### src/rtl/sv32_tlb_nway_if.sv
`default_nettype none
// ============================================================================
//  Module      : sv32_tlb_nway_if
//  Description : Bus bundle between the N-way Sv32 TLB and its clients.
//                master = MMU translate stage + page-table walker side,
//                slave  = the TLB itself.
//                Groups: lookup request/response, refill write, flush
//                request/status, hit/miss counters.
//  Revision    : 1.0 - initial release
// ============================================================================
interface sv32_tlb_nway_if #(
    parameter int CNT_W = 32
);
    // lookup request / response
    logic             lk_valid;
    logic             lk_ready;
    logic [19:0]      lk_vpn;
    logic [8:0]       lk_asid;
    logic             rsp_valid;
    logic             rsp_hit;
    logic [21:0]      rsp_ppn;
    logic [7:0]       rsp_perm;
    logic             rsp_mega;
    // refill from the page-table walker
    logic             fill_valid;
    logic [19:0]      fill_vpn;
    logic [8:0]       fill_asid;
    logic [21:0]      fill_ppn;
    logic [7:0]       fill_perm;
    logic             fill_mega;
    // flush
    logic             flush_valid;
    logic [1:0]       flush_mode;
    logic [19:0]      flush_vpn;
    logic [8:0]       flush_asid;
    logic             flush_busy;
    // statistics
    logic [CNT_W-1:0] hit_count;
    logic [CNT_W-1:0] miss_count;

    modport master (
        output lk_valid, lk_vpn, lk_asid,
        output fill_valid, fill_vpn, fill_asid, fill_ppn, fill_perm, fill_mega,
        output flush_valid, flush_mode, flush_vpn, flush_asid,
        input  lk_ready, rsp_valid, rsp_hit, rsp_ppn, rsp_perm, rsp_mega,
        input  flush_busy, hit_count, miss_count
    );

    modport slave (
        input  lk_valid, lk_vpn, lk_asid,
        input  fill_valid, fill_vpn, fill_asid, fill_ppn, fill_perm, fill_mega,
        input  flush_valid, flush_mode, flush_vpn, flush_asid,
        output lk_ready, rsp_valid, rsp_hit, rsp_ppn, rsp_perm, rsp_mega,
        output flush_busy, hit_count, miss_count
    );
endinterface : sv32_tlb_nway_if
`default_nettype wire

### src/rtl/sv32_tlb_nway.sv
`default_nettype none
// ============================================================================
//  Module      : sv32_tlb_nway
//  Description : Parametrised N-way set-associative Sv32 TLB with 4 MiB
//                megapage entries, per-set round-robin replacement,
//                flush-all / selective (ASID, VPN, VPN+ASID) sweep flush and
//                saturating hit/miss counters.
//  Ports       : clk, reset (async, active-high)
//                bus (sv32_tlb_nway_if.slave):
//                  lk_*    lookup request, 1-cycle latency rsp_* response
//                  fill_*  walker refill, honoured only in IDLE
//                  flush_* flush request, flush_busy while sweeping
//                  hit_count / miss_count saturating statistics
//  Options     : define SV32_TLB_ASID_EN to store and compare ASID tags.
//                Without it ASIDs are ignored, mode 01 acts as 00 and
//                mode 11 acts as 10.
//  Revision    : 1.0 - initial release
// ============================================================================
module sv32_tlb_nway #(
    parameter int SETS  = 16,
    parameter int WAYS  = 2,
    parameter int CNT_W = 32
) (
    input wire             clk,
    input wire             reset,
    sv32_tlb_nway_if.slave bus
);
    localparam int               IDX_W   = $clog2(SETS);
    localparam int               WAY_W   = (WAYS > 1) ? $clog2(WAYS) : 1;
    localparam logic [CNT_W-1:0] CNT_MAX = {CNT_W{1'b1}};
`ifdef SV32_TLB_ASID_EN
    localparam int               PERM_G  = 5;
`endif

    typedef enum logic [0:0] {
        IDLE  = 1'b0,
        SWEEP = 1'b1
    } state_e;

    // ------------------------------------------------------------------
    // State
    // ------------------------------------------------------------------
    state_e           state_q;
    logic             ready_q;
    logic             busy_q;
    logic [IDX_W-1:0] sweep_idx_q;
    logic [1:0]       fl_mode_q;
    logic [19:0]      fl_vpn_q;
`ifdef SV32_TLB_ASID_EN
    logic [8:0]       fl_asid_q;
`endif

    logic [WAYS-1:0]  valid_q [SETS];
    logic [WAY_W-1:0] rr_q    [SETS];
    logic [19:0]      tag_q   [SETS][WAYS];
    logic [21:0]      ppn_q   [SETS][WAYS];
    logic [7:0]       perm_q  [SETS][WAYS];
    logic             mega_q  [SETS][WAYS];
`ifdef SV32_TLB_ASID_EN
    logic [8:0]       asid_q  [SETS][WAYS];
`else
    wire              w_unused_asid = ^{bus.lk_asid, bus.fill_asid, bus.flush_asid};
`endif

    logic             rsp_valid_q;
    logic             rsp_hit_q;
    logic [21:0]      rsp_ppn_q;
    logic [7:0]       rsp_perm_q;
    logic             rsp_mega_q;
    logic [CNT_W-1:0] hit_cnt_q;
    logic [CNT_W-1:0] miss_cnt_q;

    // ------------------------------------------------------------------
    // Helpers
    // ------------------------------------------------------------------
    // Megapages only carry VPN1 as a meaningful tag.
    function automatic logic tag_hit(input logic [19:0] tag, input logic mega,
                                     input logic [19:0] vpn);
        return mega ? (tag[19:10] == vpn[19:10]) : (tag == vpn);
    endfunction

    // Lowest set bit wins, giving the lowest-way priority on multi-match.
    function automatic logic [WAY_W-1:0] first_one(input logic [WAYS-1:0] v);
        logic [WAY_W-1:0] r;
        r = '0;
        for (int w = WAYS - 1; w >= 0; w--) begin
            if (v[w]) r = WAY_W'(w);
        end
        return r;
    endfunction

    // ------------------------------------------------------------------
    // Way matching for lookup, fill and sweep
    // ------------------------------------------------------------------
    logic [IDX_W-1:0] w_lk_idx;
    logic [IDX_W-1:0] w_fill_idx;
    logic [WAYS-1:0]  w_lk_match;
    logic [WAYS-1:0]  w_fill_match;
    logic [WAYS-1:0]  w_kill;
    logic             w_fl_vpn_m;
    logic             w_fl_asid_m;

    assign w_lk_idx   = bus.lk_vpn[10 +: IDX_W];
    assign w_fill_idx = bus.fill_vpn[10 +: IDX_W];

    always_comb begin
        w_lk_match   = '0;
        w_fill_match = '0;
        w_kill       = '0;
        w_fl_vpn_m   = 1'b0;
        w_fl_asid_m  = 1'b0;
        for (int w = 0; w < WAYS; w++) begin
            w_lk_match[w]   = valid_q[w_lk_idx][w] &&
                              tag_hit(tag_q[w_lk_idx][w], mega_q[w_lk_idx][w], bus.lk_vpn);
            w_fill_match[w] = valid_q[w_fill_idx][w] &&
                              tag_hit(tag_q[w_fill_idx][w], mega_q[w_fill_idx][w], bus.fill_vpn);
            w_fl_vpn_m      = tag_hit(tag_q[sweep_idx_q][w], mega_q[sweep_idx_q][w], fl_vpn_q);
            w_fl_asid_m     = 1'b1;
`ifdef SV32_TLB_ASID_EN
            w_lk_match[w]   = w_lk_match[w] &&
                              (perm_q[w_lk_idx][w][PERM_G] || (asid_q[w_lk_idx][w] == bus.lk_asid));
            w_fill_match[w] = w_fill_match[w] &&
                              (perm_q[w_fill_idx][w][PERM_G] || (asid_q[w_fill_idx][w] == bus.fill_asid));
            // ASID-scoped flushes never touch global entries.
            w_fl_asid_m     = !perm_q[sweep_idx_q][w][PERM_G] &&
                              (asid_q[sweep_idx_q][w] == fl_asid_q);
`endif
            case (fl_mode_q)
                2'b01:   w_kill[w] = w_fl_asid_m;
                2'b10:   w_kill[w] = w_fl_vpn_m;
                default: w_kill[w] = w_fl_vpn_m && w_fl_asid_m;
            endcase
        end
    end

    // ------------------------------------------------------------------
    // Request decode
    // ------------------------------------------------------------------
    logic             w_idle;
    logic             w_lk_acc;
    logic             w_lk_hit;
    logic [WAY_W-1:0] w_lk_way;
    logic             w_mode_all;
    logic             w_flush_all;
    logic             w_flush_sel;
    logic             w_fill_do;
    logic [WAYS-1:0]  w_fill_inv;
    logic             w_fill_use_rr;
    logic [WAY_W-1:0] w_fill_way;
    logic [21:0]      w_lk_ppn;
    logic [21:0]      w_rsp_ppn;

    assign w_idle   = (state_q == IDLE);
    assign w_lk_acc = bus.lk_valid && ready_q;
    assign w_lk_hit = |w_lk_match;
    assign w_lk_way = first_one(w_lk_match);

`ifdef SV32_TLB_ASID_EN
    assign w_mode_all = (bus.flush_mode == 2'b00);
`else
    assign w_mode_all = (bus.flush_mode == 2'b00) || (bus.flush_mode == 2'b01);
`endif
    assign w_flush_all = bus.flush_valid && w_idle && w_mode_all;
    assign w_flush_sel = bus.flush_valid && w_idle && !w_mode_all;
    // Any flush in the same cycle wins over the refill.
    assign w_fill_do   = bus.fill_valid && w_idle && !bus.flush_valid;

    // Replacement priority: overwrite a matching way, else lowest free way,
    // else the set's round-robin victim.
    assign w_fill_inv    = ~valid_q[w_fill_idx];
    assign w_fill_use_rr = !(|w_fill_match) && !(|w_fill_inv);
    assign w_fill_way    = (|w_fill_match) ? first_one(w_fill_match) :
                           (|w_fill_inv)   ? first_one(w_fill_inv)   :
                                             rr_q[w_fill_idx];

    assign w_lk_ppn  = ppn_q[w_lk_idx][w_lk_way];
    assign w_rsp_ppn = !w_lk_hit                  ? 22'd0 :
                       mega_q[w_lk_idx][w_lk_way] ? {w_lk_ppn[21:10], bus.lk_vpn[9:0]} :
                                                    w_lk_ppn;

    // ------------------------------------------------------------------
    // Control, valid bits, replacement pointers, response, counters
    // ------------------------------------------------------------------
    always_ff @(posedge clk or posedge reset) begin
        if (reset) begin
            state_q     <= IDLE;
            ready_q     <= 1'b0;
            busy_q      <= 1'b0;
            sweep_idx_q <= '0;
            fl_mode_q   <= 2'b00;
            fl_vpn_q    <= '0;
`ifdef SV32_TLB_ASID_EN
            fl_asid_q   <= '0;
`endif
            for (int s = 0; s < SETS; s++) begin
                valid_q[s] <= '0;
                rr_q[s]    <= '0;
            end
            rsp_valid_q <= 1'b0;
            rsp_hit_q   <= 1'b0;
            rsp_ppn_q   <= '0;
            rsp_perm_q  <= '0;
            rsp_mega_q  <= 1'b0;
            hit_cnt_q   <= '0;
            miss_cnt_q  <= '0;
        end else begin
            // Response and statistics reflect the contents before this edge.
            rsp_valid_q <= w_lk_acc;
            if (w_lk_acc) begin
                rsp_hit_q  <= w_lk_hit;
                rsp_ppn_q  <= w_rsp_ppn;
                rsp_perm_q <= w_lk_hit ? perm_q[w_lk_idx][w_lk_way] : 8'd0;
                rsp_mega_q <= w_lk_hit && mega_q[w_lk_idx][w_lk_way];
                if (w_lk_hit) begin
                    if (hit_cnt_q != CNT_MAX) hit_cnt_q <= hit_cnt_q + 1'b1;
                end else begin
                    if (miss_cnt_q != CNT_MAX) miss_cnt_q <= miss_cnt_q + 1'b1;
                end
            end

            case (state_q)
                IDLE: begin
                    ready_q <= 1'b1;
                    if (w_flush_all) begin
                        for (int s = 0; s < SETS; s++) valid_q[s] <= '0;
                    end else if (w_flush_sel) begin
                        state_q     <= SWEEP;
                        busy_q      <= 1'b1;
                        ready_q     <= 1'b0;
                        sweep_idx_q <= '0;
                        fl_mode_q   <= bus.flush_mode;
                        fl_vpn_q    <= bus.flush_vpn;
`ifdef SV32_TLB_ASID_EN
                        fl_asid_q   <= bus.flush_asid;
`endif
                    end else if (w_fill_do) begin
                        valid_q[w_fill_idx][w_fill_way] <= 1'b1;
                        if (w_fill_use_rr) begin
                            rr_q[w_fill_idx] <= (rr_q[w_fill_idx] == WAY_W'(WAYS - 1)) ?
                                                '0 : rr_q[w_fill_idx] + 1'b1;
                        end
                    end
                end
                SWEEP: begin
                    valid_q[sweep_idx_q] <= valid_q[sweep_idx_q] & ~w_kill;
                    sweep_idx_q          <= sweep_idx_q + 1'b1;
                    if (sweep_idx_q == IDX_W'(SETS - 1)) begin
                        state_q <= IDLE;
                        busy_q  <= 1'b0;
                        ready_q <= 1'b1;
                    end
                end
                default: state_q <= IDLE;
            endcase
        end
    end

    // Entry payload needs no reset: it is qualified by valid_q.
    always_ff @(posedge clk) begin
        if (w_fill_do) begin
            tag_q[w_fill_idx][w_fill_way]  <= bus.fill_vpn;
            ppn_q[w_fill_idx][w_fill_way]  <= bus.fill_ppn;
            perm_q[w_fill_idx][w_fill_way] <= bus.fill_perm;
            mega_q[w_fill_idx][w_fill_way] <= bus.fill_mega;
`ifdef SV32_TLB_ASID_EN
            asid_q[w_fill_idx][w_fill_way] <= bus.fill_asid;
`endif
        end
    end

    assign bus.lk_ready   = ready_q;
    assign bus.rsp_valid  = rsp_valid_q;
    assign bus.rsp_hit    = rsp_hit_q;
    assign bus.rsp_ppn    = rsp_ppn_q;
    assign bus.rsp_perm   = rsp_perm_q;
    assign bus.rsp_mega   = rsp_mega_q;
    assign bus.flush_busy = busy_q;
    assign bus.hit_count  = hit_cnt_q;
    assign bus.miss_count = miss_cnt_q;

endmodule : sv32_tlb_nway
`default_nettype wire

### src/flat_wrapper.sv
// flat-port wrapper written by rule: the top's interface ports become plain ports
module sv32_tlb_nway_flat 
#(
    parameter int SETS  = 16,
    parameter int WAYS  = 2,
    parameter int CNT_W = 32
)
  (clk, reset, bus_lk_valid, bus_lk_vpn, bus_lk_asid, bus_fill_valid, bus_fill_vpn, bus_fill_asid, bus_fill_ppn, bus_fill_perm, bus_fill_mega, bus_flush_valid, bus_flush_mode, bus_flush_vpn, bus_flush_asid, bus_lk_ready, bus_rsp_valid, bus_rsp_hit, bus_rsp_ppn, bus_rsp_perm, bus_rsp_mega, bus_flush_busy, bus_hit_count, bus_miss_count);
  sv32_tlb_nway_if #(.CNT_W(CNT_W)) bus_i ();
  input wire clk;
  input wire reset;
  input wire logic [$bits(bus_i.lk_valid)-1:0] bus_lk_valid;
  input wire logic [$bits(bus_i.lk_vpn)-1:0] bus_lk_vpn;
  input wire logic [$bits(bus_i.lk_asid)-1:0] bus_lk_asid;
  input wire logic [$bits(bus_i.fill_valid)-1:0] bus_fill_valid;
  input wire logic [$bits(bus_i.fill_vpn)-1:0] bus_fill_vpn;
  input wire logic [$bits(bus_i.fill_asid)-1:0] bus_fill_asid;
  input wire logic [$bits(bus_i.fill_ppn)-1:0] bus_fill_ppn;
  input wire logic [$bits(bus_i.fill_perm)-1:0] bus_fill_perm;
  input wire logic [$bits(bus_i.fill_mega)-1:0] bus_fill_mega;
  input wire logic [$bits(bus_i.flush_valid)-1:0] bus_flush_valid;
  input wire logic [$bits(bus_i.flush_mode)-1:0] bus_flush_mode;
  input wire logic [$bits(bus_i.flush_vpn)-1:0] bus_flush_vpn;
  input wire logic [$bits(bus_i.flush_asid)-1:0] bus_flush_asid;
  output wire logic [$bits(bus_i.lk_ready)-1:0] bus_lk_ready;
  output wire logic [$bits(bus_i.rsp_valid)-1:0] bus_rsp_valid;
  output wire logic [$bits(bus_i.rsp_hit)-1:0] bus_rsp_hit;
  output wire logic [$bits(bus_i.rsp_ppn)-1:0] bus_rsp_ppn;
  output wire logic [$bits(bus_i.rsp_perm)-1:0] bus_rsp_perm;
  output wire logic [$bits(bus_i.rsp_mega)-1:0] bus_rsp_mega;
  output wire logic [$bits(bus_i.flush_busy)-1:0] bus_flush_busy;
  output wire logic [$bits(bus_i.hit_count)-1:0] bus_hit_count;
  output wire logic [$bits(bus_i.miss_count)-1:0] bus_miss_count;
  assign bus_i.lk_valid = bus_lk_valid;
  assign bus_i.lk_vpn = bus_lk_vpn;
  assign bus_i.lk_asid = bus_lk_asid;
  assign bus_i.fill_valid = bus_fill_valid;
  assign bus_i.fill_vpn = bus_fill_vpn;
  assign bus_i.fill_asid = bus_fill_asid;
  assign bus_i.fill_ppn = bus_fill_ppn;
  assign bus_i.fill_perm = bus_fill_perm;
  assign bus_i.fill_mega = bus_fill_mega;
  assign bus_i.flush_valid = bus_flush_valid;
  assign bus_i.flush_mode = bus_flush_mode;
  assign bus_i.flush_vpn = bus_flush_vpn;
  assign bus_i.flush_asid = bus_flush_asid;
  assign bus_lk_ready = bus_i.lk_ready;
  assign bus_rsp_valid = bus_i.rsp_valid;
  assign bus_rsp_hit = bus_i.rsp_hit;
  assign bus_rsp_ppn = bus_i.rsp_ppn;
  assign bus_rsp_perm = bus_i.rsp_perm;
  assign bus_rsp_mega = bus_i.rsp_mega;
  assign bus_flush_busy = bus_i.flush_busy;
  assign bus_hit_count = bus_i.hit_count;
  assign bus_miss_count = bus_i.miss_count;
  sv32_tlb_nway #(.SETS(SETS), .WAYS(WAYS), .CNT_W(CNT_W)) u_core (.clk(clk), .reset(reset), .bus(bus_i));
endmodule
### config.mk
export PLATFORM = sky130hd
export DESIGN_NAME = sv32_tlb_nway_flat
export DESIGN_NICKNAME = d
export VERILOG_FILES = /design/src/rtl/sv32_tlb_nway_if.sv /design/src/rtl/sv32_tlb_nway.sv /design/src/flat_wrapper.sv
export SDC_FILE = /design/constraint.sdc
export NUM_CORES = 2
export LEC_CHECK = 0
export CORE_MARGIN = 4
export CORE_UTILIZATION = 39
export DETAILED_ROUTE_END_ITERATION = 8
export GPL_TIMING_DRIVEN = 0
export PLACE_DENSITY_LB_ADDON = 0.3
export SLEW_MARGIN = 30
export SYNTH_ARGS = -nofsm -noshare
export SYNTH_HDL_FRONTEND = slang
export SYNTH_SLANG_ARGS = --single-unit
### constraint.sdc
create_clock -name clk -period 9 [get_ports clk]
set_input_delay 1.8 -clock clk [delete_from_list [all_inputs] [get_ports clk]]
set_output_delay 1.8 -clock clk [all_outputs]
set_load 0.05 [all_outputs]
Word-level counts from Yosys, hierarchy flattened --
Memory sizes are Yosys's and may differ from the RTL's. Cells that the tools add are included.
Operators by class: muxes and demuxes 83, add/sub/neg operators 4, bitwise logic cells 13, reduce and logical (&&, ||, !) cells 32, equality and inequality tests 22, magnitude comparators 10
Operator list (number):
- 20-bit equality test | 6
- 22-bit two-way mux | 5
- 32-bit two-way mux | 3
- 32-bit by 1-bit adder with 32-bit output, second input constant | 2
- 32-bit inequality test, second input constant | 2
- 32-bit one-hot mux with 2 select lines | 1
- 10-bit equality test | 6
- 44-bit two-way mux | 1
- 40-bit two-way mux | 1
- 8-bit two-way mux | 5
- 1-bit two-way mux | 35
- 32-bit bitwise mux | 1
- 32-bit OR | 1
- 2-bit binary-select mux with 4-bit select | 3
- 22-bit demux with 1-bit select | 1
- 20-bit demux with 1-bit select | 1
- 20-bit two-way mux | 1
- 2-bit two-way mux | 9
- 16-bit bitwise mux | 1
- 2-bit demux with 4-bit select | 2
- 1-bit logical AND | 16
- 16-bit two-way mux | 1
- 5-bit >= comparator, second input constant | 3
- 4-bit NOT with 5-bit output | 3
- 30 further kinds | 54
Word-level totals: bits of input ports 125, memories 4, register bits after elaboration 174, memory bits (writable) 1632, logic and storage cells 213
Memories:
- u_core.ppn_q | words 16, width 44, read ports 1, clocked after memory_dff 0, write ports 1, line sv32_tlb_nway.sv:56 | logic [21:0] ppn_q [SETS][WAYS];
- u_core.tag_q | words 16, width 40, read ports 3, clocked after memory_dff 0, write ports 1, line sv32_tlb_nway.sv:55 | logic [19:0] tag_q [SETS][WAYS];
- u_core.perm_q | words 16, width 16, read ports 1, clocked after memory_dff 0, write ports 1, line sv32_tlb_nway.sv:57 | logic [7:0] perm_q [SETS][WAYS];
- u_core.mega_q | words 16, width 2, read ports 3, clocked after memory_dff 0, write ports 1, line sv32_tlb_nway.sv:58 | logic mega_q [SETS][WAYS];

Longest topological paths before layout --
depth after elaboration 20, gate-level depth with buffers 17, mapped depth without buffers 10

Worst setup path before layout --
No wires, ideal clock.
kind input to register, start in bus_fill_vpn[10], end mem u_core.mega_q[0][1] (netlist name), enable pin, stages on the path 16, path buffers 8, data arrival time 7084 ps, setup time 461 ps, required time 8539 ps, setup slack 1456 ps, path through buf_6 -> buf_6 -> buf_2 -> buf_2 -> buf_2 -> mux4_2 -> or2_2 -> o211ai_1 -> nand4_1 -> or4_1 -> nor2b_1 -> buf_6 -> nand2b_4 -> buf_6 -> buf_6 -> nor2_1
Between the ends: word-level cells in the longest chain between the ends 15
RTL lines:
- from (decl) | line flat_wrapper.sv:16 | input wire logic [$bits(bus_i.fill_vpn)-1:0] bus_fill_vpn;
- parallel branches: the longest is 15 deep, another holds memory read 16 x 40 bit
- to (decl) | line sv32_tlb_nway.sv:58
Parallel ways; which one is timed is not known. The select of a mux whose other input is x is not followed.

Worst setup path after layout --
start in bus_fill_vpn[11], end mem u_core.ppn_q[5][0] (netlist name), enable pin
Between the ends: word-level cells in the longest chain between the ends 15
RTL lines (line):
- parallel branches: the longest is 15 deep, another holds memory read 16 x 40 bit
- to (decl) | sv32_tlb_nway.sv:56
Parallel ways; which one is timed is not known. The select of a mux whose other input is x is not followed.

==> flow_results.xml <==
<?xml version="1.0" encoding="UTF-8"?>
<metrics>
  <group name="power">
    <metric name="cellPowerDensity" unit="nW/um^2">225</metric>
    <metric name="p_leak" unit="uW">0.0323</metric>
    <metric name="peakVddDrop" unit="mV">0.207</metric>
    <metric name="total_power" unit="uW">22100</metric>
  </group>
  <group name="yosys">
    <metric name="synth.area.mux_share" unit="%">25.4</metric>
    <metric name="synth-seq-area-share" unit="%">64.8</metric>
    <metric name="synthTopCellsByArea" unit="">edfxtp_1 60%, mux4_2 23%, dfrtp_1 5.3%, mux2i_1 2.1%, nand2_1 1.0%</metric>
    <metric name="synthAdderAreaFrac" unit="%">0.0912</metric>
    <metric name="synthDistinctLibCells" unit="">65</metric>
    <metric name="yosysTopAreaCell" unit="">edfxtp_1</metric>
    <metric name="synth_top_family_by_area" unit="">multiplexers</metric>
    <metric name="netlist.area_leader.share" unit="%">59.5</metric>
    <metric name="synth_fp_nets" unit="">4404</metric>
    <metric name="synth_enable_flop_cells" unit="">1632</metric>
    <metric name="synth-async-reset-ratio" unit="%">9.63</metric>
    <metric name="avgSynthCellArea" unit="um^2">19.3</metric>
    <metric name="netlist_area" unit="um^2">82300</metric>
    <metric name="synth-xor-area-share" unit="%">1.93</metric>
    <metric name="yosys.area_share.simple" unit="%">3.69</metric>
    <metric name="yosys_warnings" unit="">0</metric>
    <metric name="dominantRegCellSynth" unit="">edfxtp_1</metric>
    <metric name="postSynthRegisterBits" unit="">1806</metric>
    <metric name="syn-instance-count" unit="">4273</metric>
    <metric name="synth_compound_area_share" unit="%">2.22</metric>
  </group>
  <group name="finish">
    <metric name="final_net_count" unit="">4934</metric>
    <metric name="final_layout_size_suffix_gt1_share" unit="%">32.1</metric>
    <metric name="ff_latch_area" unit="um^2">53400</metric>
    <metric name="final.fill_count" unit="">17500</metric>
    <metric name="multiInputGateArea" unit="um^2">27700</metric>
    <metric name="post-route-cell-area" unit="um^2">98300</metric>
    <metric name="flow.area_growth_from_synthesis" unit="%">19.5</metric>
    <metric name="finalNonFillerCells" unit="">7768</metric>
  </group>
  <group name="setup_path">
    <metric name="critical_path.reg2reg.endpoint" unit="">u_core.ppn_q[14][9]$_DFFE_PP_</metric>
    <metric name="crit_path_end_kind" unit="">flop</metric>
    <metric name="reg2reg_depth" unit="">14</metric>
    <metric name="timing.critical_path.slowest_cell_delay" unit="ns">0.79</metric>
    <metric name="timing.critical_path.max_delay_family" unit="">buffers and inverters</metric>
    <metric name="worstPathArrival" unit="ns">8.77</metric>
    <metric name="setup.worst_path.class" unit="">input pin to flop</metric>
    <metric name="critical-path-top-cell-by-count" unit="">buf_2</metric>
    <metric name="timing.rr.start" unit="">u_core.tag_q[6][26]$_DFFE_PP_</metric>
    <metric name="worstPathBufferInverterCount" unit="">9</metric>
    <metric name="critical_path_peak_fanout" unit="">33</metric>
    <metric name="timing.critical_path.cells" unit="">buf_2 &gt; buf_2 &gt; clkbuf_1 &gt; clkbuf_2 &gt; mux4_2 &gt; mux4_2 &gt; xnor2_1 &gt; nand2_1 &gt; o41ai_2 &gt; buf_4 &gt; a22oi_1 &gt; nor2b_1 &gt; buf_6 &gt; nand2_1 &gt; buf_2 &gt; nor2_4 &gt; buf_16 &gt; buf_16</metric>
    <metric name="setup.worst_path.start_class" unit="">input pin</metric>
    <metric name="worst_ep_required_time" unit="ns">9.53</metric>
    <metric name="critPathSlowestCell" unit="">clkbuf_1</metric>
    <metric name="reg2reg_slack" unit="ns">3.21</metric>
  </group>
  <group name="clock_network">
    <metric name="h-tree-depth" unit="">4</metric>
    <metric name="post_cts.repair.setup_buffers" unit="">0</metric>
    <metric name="cts.sinks" unit="">1806</metric>
    <metric name="max-clock-path-buffers" unit="">3</metric>
    <metric name="cts_hold_buf" unit="">0</metric>
    <metric name="tritoncts_clock_tree" unit="">done</metric>
    <metric name="ctsResizeCount" unit="">0</metric>
    <metric name="cts_root_buffer" unit="">clkbuf_16</metric>
    <metric name="cts_buffers" unit="">187</metric>
    <metric name="cts.reportedPaths.clkPinSlew" unit="ns">0.06</metric>
    <metric name="clk_lat_worst_skew" unit="ns">0.86</metric>
  </group>
  <group name="min_path">
    <metric name="end_of_the_worst_hold_path" unit="">u_core.fl_mode_q[0]$_DFFE_PP0P_</metric>
    <metric name="worst_hold_path_type" unit="">flop to flop</metric>
    <metric name="holdPathStages" unit="">2</metric>
    <metric name="worst_hold_startpoint" unit="">u_core.fl_mode_q[0]$_DFFE_PP0P_</metric>
  </group>
  <group name="floorplanning">
    <metric name="die_width" unit="um">467</metric>
    <metric name="ios" unit="">224</metric>
    <metric name="effective_utilization_at_floorplan" unit="%">39.2</metric>
    <metric name="floorplan.rows" unit="">168</metric>
    <metric name="die_area" unit="um^2">218000</metric>
    <metric name="fp.dieH" unit="um">467</metric>
    <metric name="placeable_core_area" unit="um^2">210000</metric>
  </group>
  <group name="sta">
    <metric name="unrepaired_setup_endpoints_after_global_routing" unit="">no</metric>
    <metric name="finalHoldViolCount" unit="">0</metric>
    <metric name="slew_violations" unit="">0</metric>
    <metric name="min_period_over_period" unit="%">91.5</metric>
    <metric name="worst_slew_pin_slew" unit="ns">1.13</metric>
    <metric name="max_slew_margin" unit="%">24.8</metric>
    <metric name="setup_viol" unit="">0</metric>
    <metric name="worst_clock_skew" unit="ns">0.0573</metric>
    <metric name="fin_setup_tns" unit="ns">0</metric>
    <metric name="achievable-frequency" unit="MHz">121</metric>
    <metric name="clock_period_minus_worst_slack" unit="ns">8.24</metric>
  </group>
  <group name="placed_design">
    <metric name="numPortBuffers" unit="">187</metric>
    <metric name="post_dp_cell_area" unit="um^2">92000</metric>
    <metric name="globalplace.congestion" unit="">0.954</metric>
    <metric name="dp_hpwl" unit="um">198000</metric>
    <metric name="placed_cells_incl_taps" unit="">7419</metric>
  </group>
  <group name="routing">
    <metric name="drtAntennaViolNets" unit="">0</metric>
    <metric name="wl_per_cell" unit="um">36.5</metric>
    <metric name="totalWireLength" unit="um">283000</metric>
    <metric name="drc" unit="">2</metric>
    <metric name="detailroute.via_count" unit="">49600</metric>
    <metric name="dr.first_iter.drc_count" unit="">8096</metric>
    <metric name="vias_per_cell" unit="">6.39</metric>
    <metric name="detailedRoute.firstPassIterationCount" unit="">8</metric>
  </group>
  <group name="run_status">
    <metric name="failed_checks" unit="">DRC</metric>
    <metric name="status" unit="">finished with violations</metric>
  </group>
  <group name="global_routing">
    <metric name="grt_max_degree" unit="">84</metric>
    <metric name="grt_antenna_before_repair" unit="">22</metric>
    <metric name="global_route_wire_length_before_repair" unit="um">391000</metric>
    <metric name="grt.total_usage" unit="%">25.6</metric>
    <metric name="congestion_overflow_gr" unit="">0</metric>
    <metric name="grt_pass1_vias" unit="">48500</metric>
  </group>
  <group name="run">
    <metric name="drv_cap" unit="">0</metric>
  </group>
</metrics>
[cell usage after synthesis, types with 18 or more instances]
master / instances
a311oi_1: 18
and3_1: 26
inv_1: 33
nand2_1: 227
mux2i_1: 169
mux4_2: 841
and2_1: 37
xor2_1: 85
a21oi_1: 53
a211oi_1: 26
buf_2: 90
nand4_1: 23
nor3_1: 55
o21ai_0: 42
nand3_1: 33
clkbuf_1: 118
dfrtp_1: 174
nor2b_1: 29
buf_1: 50
xnor2_1: 96
buf_4: 18
edfxtp_1: 1632
a22oi_1: 41
nor2_1: 143
nor4_1: 31
a31oi_1: 37
[layout make-up]
type                            count  area share, %
Antenna cell                        3        0.00764
Buffer                            292           1.51
Clock inverter                    113           1.43
Tap cell                         2805           3.57
Timing Repair Buffer              341           5.76
Sequential cell                  1806           54.3
Clock buffer                      233           5.16
Multi-Input combinational cell   2139           28.1
Inverter                           36          0.145
[worst reg2reg max path, cell delays in order, from the launching register on]
cell,delay [ns]
edfxtp_1,0.42
mux4_2,0.48
mux4_2,0.48
xor2_1,0.19
nor4_1,0.60
a41oi_1,0.48
or4_1,0.74
nor2b_1,0.20
buf_6,0.14
nand2_1,0.47
buf_2,0.56
nor2_4,0.18
buf_16,0.21
buf_16,0.18
buf_16,0.19
[routing by layer]
layer  wire length [um]  GRT usage (%)
met5                208              0
met4              15100           11.5
met3              33500           7.04
met2             130000           39.3
met1             105000           34.4
[per-stage QoR]
| stage | utilization [%] | worst slack (ns) | hold slack [ns] |
|---|---|---|---|
| 6_report | 46.9 | 0.761 | 0.472 |
| 5_1_grt | 46.9 | 0.919 | 0.513 |
| 4_1_cts | 46.9 | 1.06 | 0.481 |
| 3_5_place_dp | 43.8 | 0.188 | 0.465 |
| 3_3_place_gp | 41.8 | -7.49 | 0.449 |
| 2_1_floorplan | - | 1.46 | 0.435 |
[cells by family (layout without fill, tap and decap cells)]
group / after synthesis / in the layout
DFF: 1806 / 1806
muxes: 1032 / 1032
and+or+nand+nor: 645 / 645
buffers and inverters: 328 / 1015
AOI/OAI and AO/OA: 275 / 275
xor gates and xnor gates: 181 / 181
adders and majority gates: 6 / 6
other: 0 / 3
[layout by cell type (no fill, tap or decap), types with 31 or more instances in the layout]
cell type | netlist | layout
a21oi_1 | 53 | 53
a22oi_1 | 41 | 41
a31oi_1 | 37 | 37
and2_1 | 37 | 37
buf_16 | 0 | 134
buf_2 | 90 | 173
clkbuf_1 | 118 | 109
clkbuf_16 | 0 | 191
clkbuf_2 | 0 | 38
clkdlybuf4s50_1 | 0 | 136
clkinv_1 | 1 | 32
clkinv_2 | 0 | 36
dfrtp_1 | 174 | 174
edfxtp_1 | 1632 | 1632
inv_1 | 33 | 32
mux2i_1 | 169 | 169
mux4_2 | 841 | 841
nand2_1 | 227 | 226
nand3_1 | 33 | 33
nor2_1 | 143 | 109
nor2_4 | 0 | 32
nor3_1 | 55 | 55
nor4_1 | 31 | 31
o21ai_0 | 42 | 42
xnor2_1 | 96 | 96
xor2_1 | 85 | 85
[flip-flops by register name, indices dropped and copies added, names as in the netlist, 22 cells and up]
| name | flops |
|---|---|
| u_core.ppn_q | 704 |
| u_core.tag_q | 640 |
| u_core.perm_q | 256 |
| u_core.bus.hit_count | 32 |
| u_core.bus.miss_count | 32 |
| u_core.mega_q | 32 |
| u_core.valid_q | 32 |
| u_core.bus.rsp_ppn | 22 |
[worst max-delay path by stage]
stage                startpoint                            end  cells after the start
3_3_place_gp   bus_fill_vpn[11]   u_core.ppn_q[1][8]$_DFFE_PP_                     15
2_1_floorplan  bus_fill_vpn[10]  u_core.mega_q[0][1]$_DFFE_PP_                     16
3_5_place_dp   bus_fill_vpn[11]   u_core.ppn_q[5][8]$_DFFE_PP_                     16
6_report       bus_fill_vpn[11]   u_core.ppn_q[5][0]$_DFFE_PP_                     18
4_1_cts        bus_fill_vpn[11]   u_core.ppn_q[5][0]$_DFFE_PP_                     16
5_1_grt        bus_fill_vpn[11]  u_core.ppn_q[6][18]$_DFFE_PP_                     18
[power by group]
| group | internal, uW | total (uW) | switching, uW |
|---|---|---|---|
| registers | 9250 | 9420 | 170 |
| clock network | 4770 | 8210 | 3440 |
| logic | 1790 | 4480 | 2700 |
(Power assumes the default switching activity.)
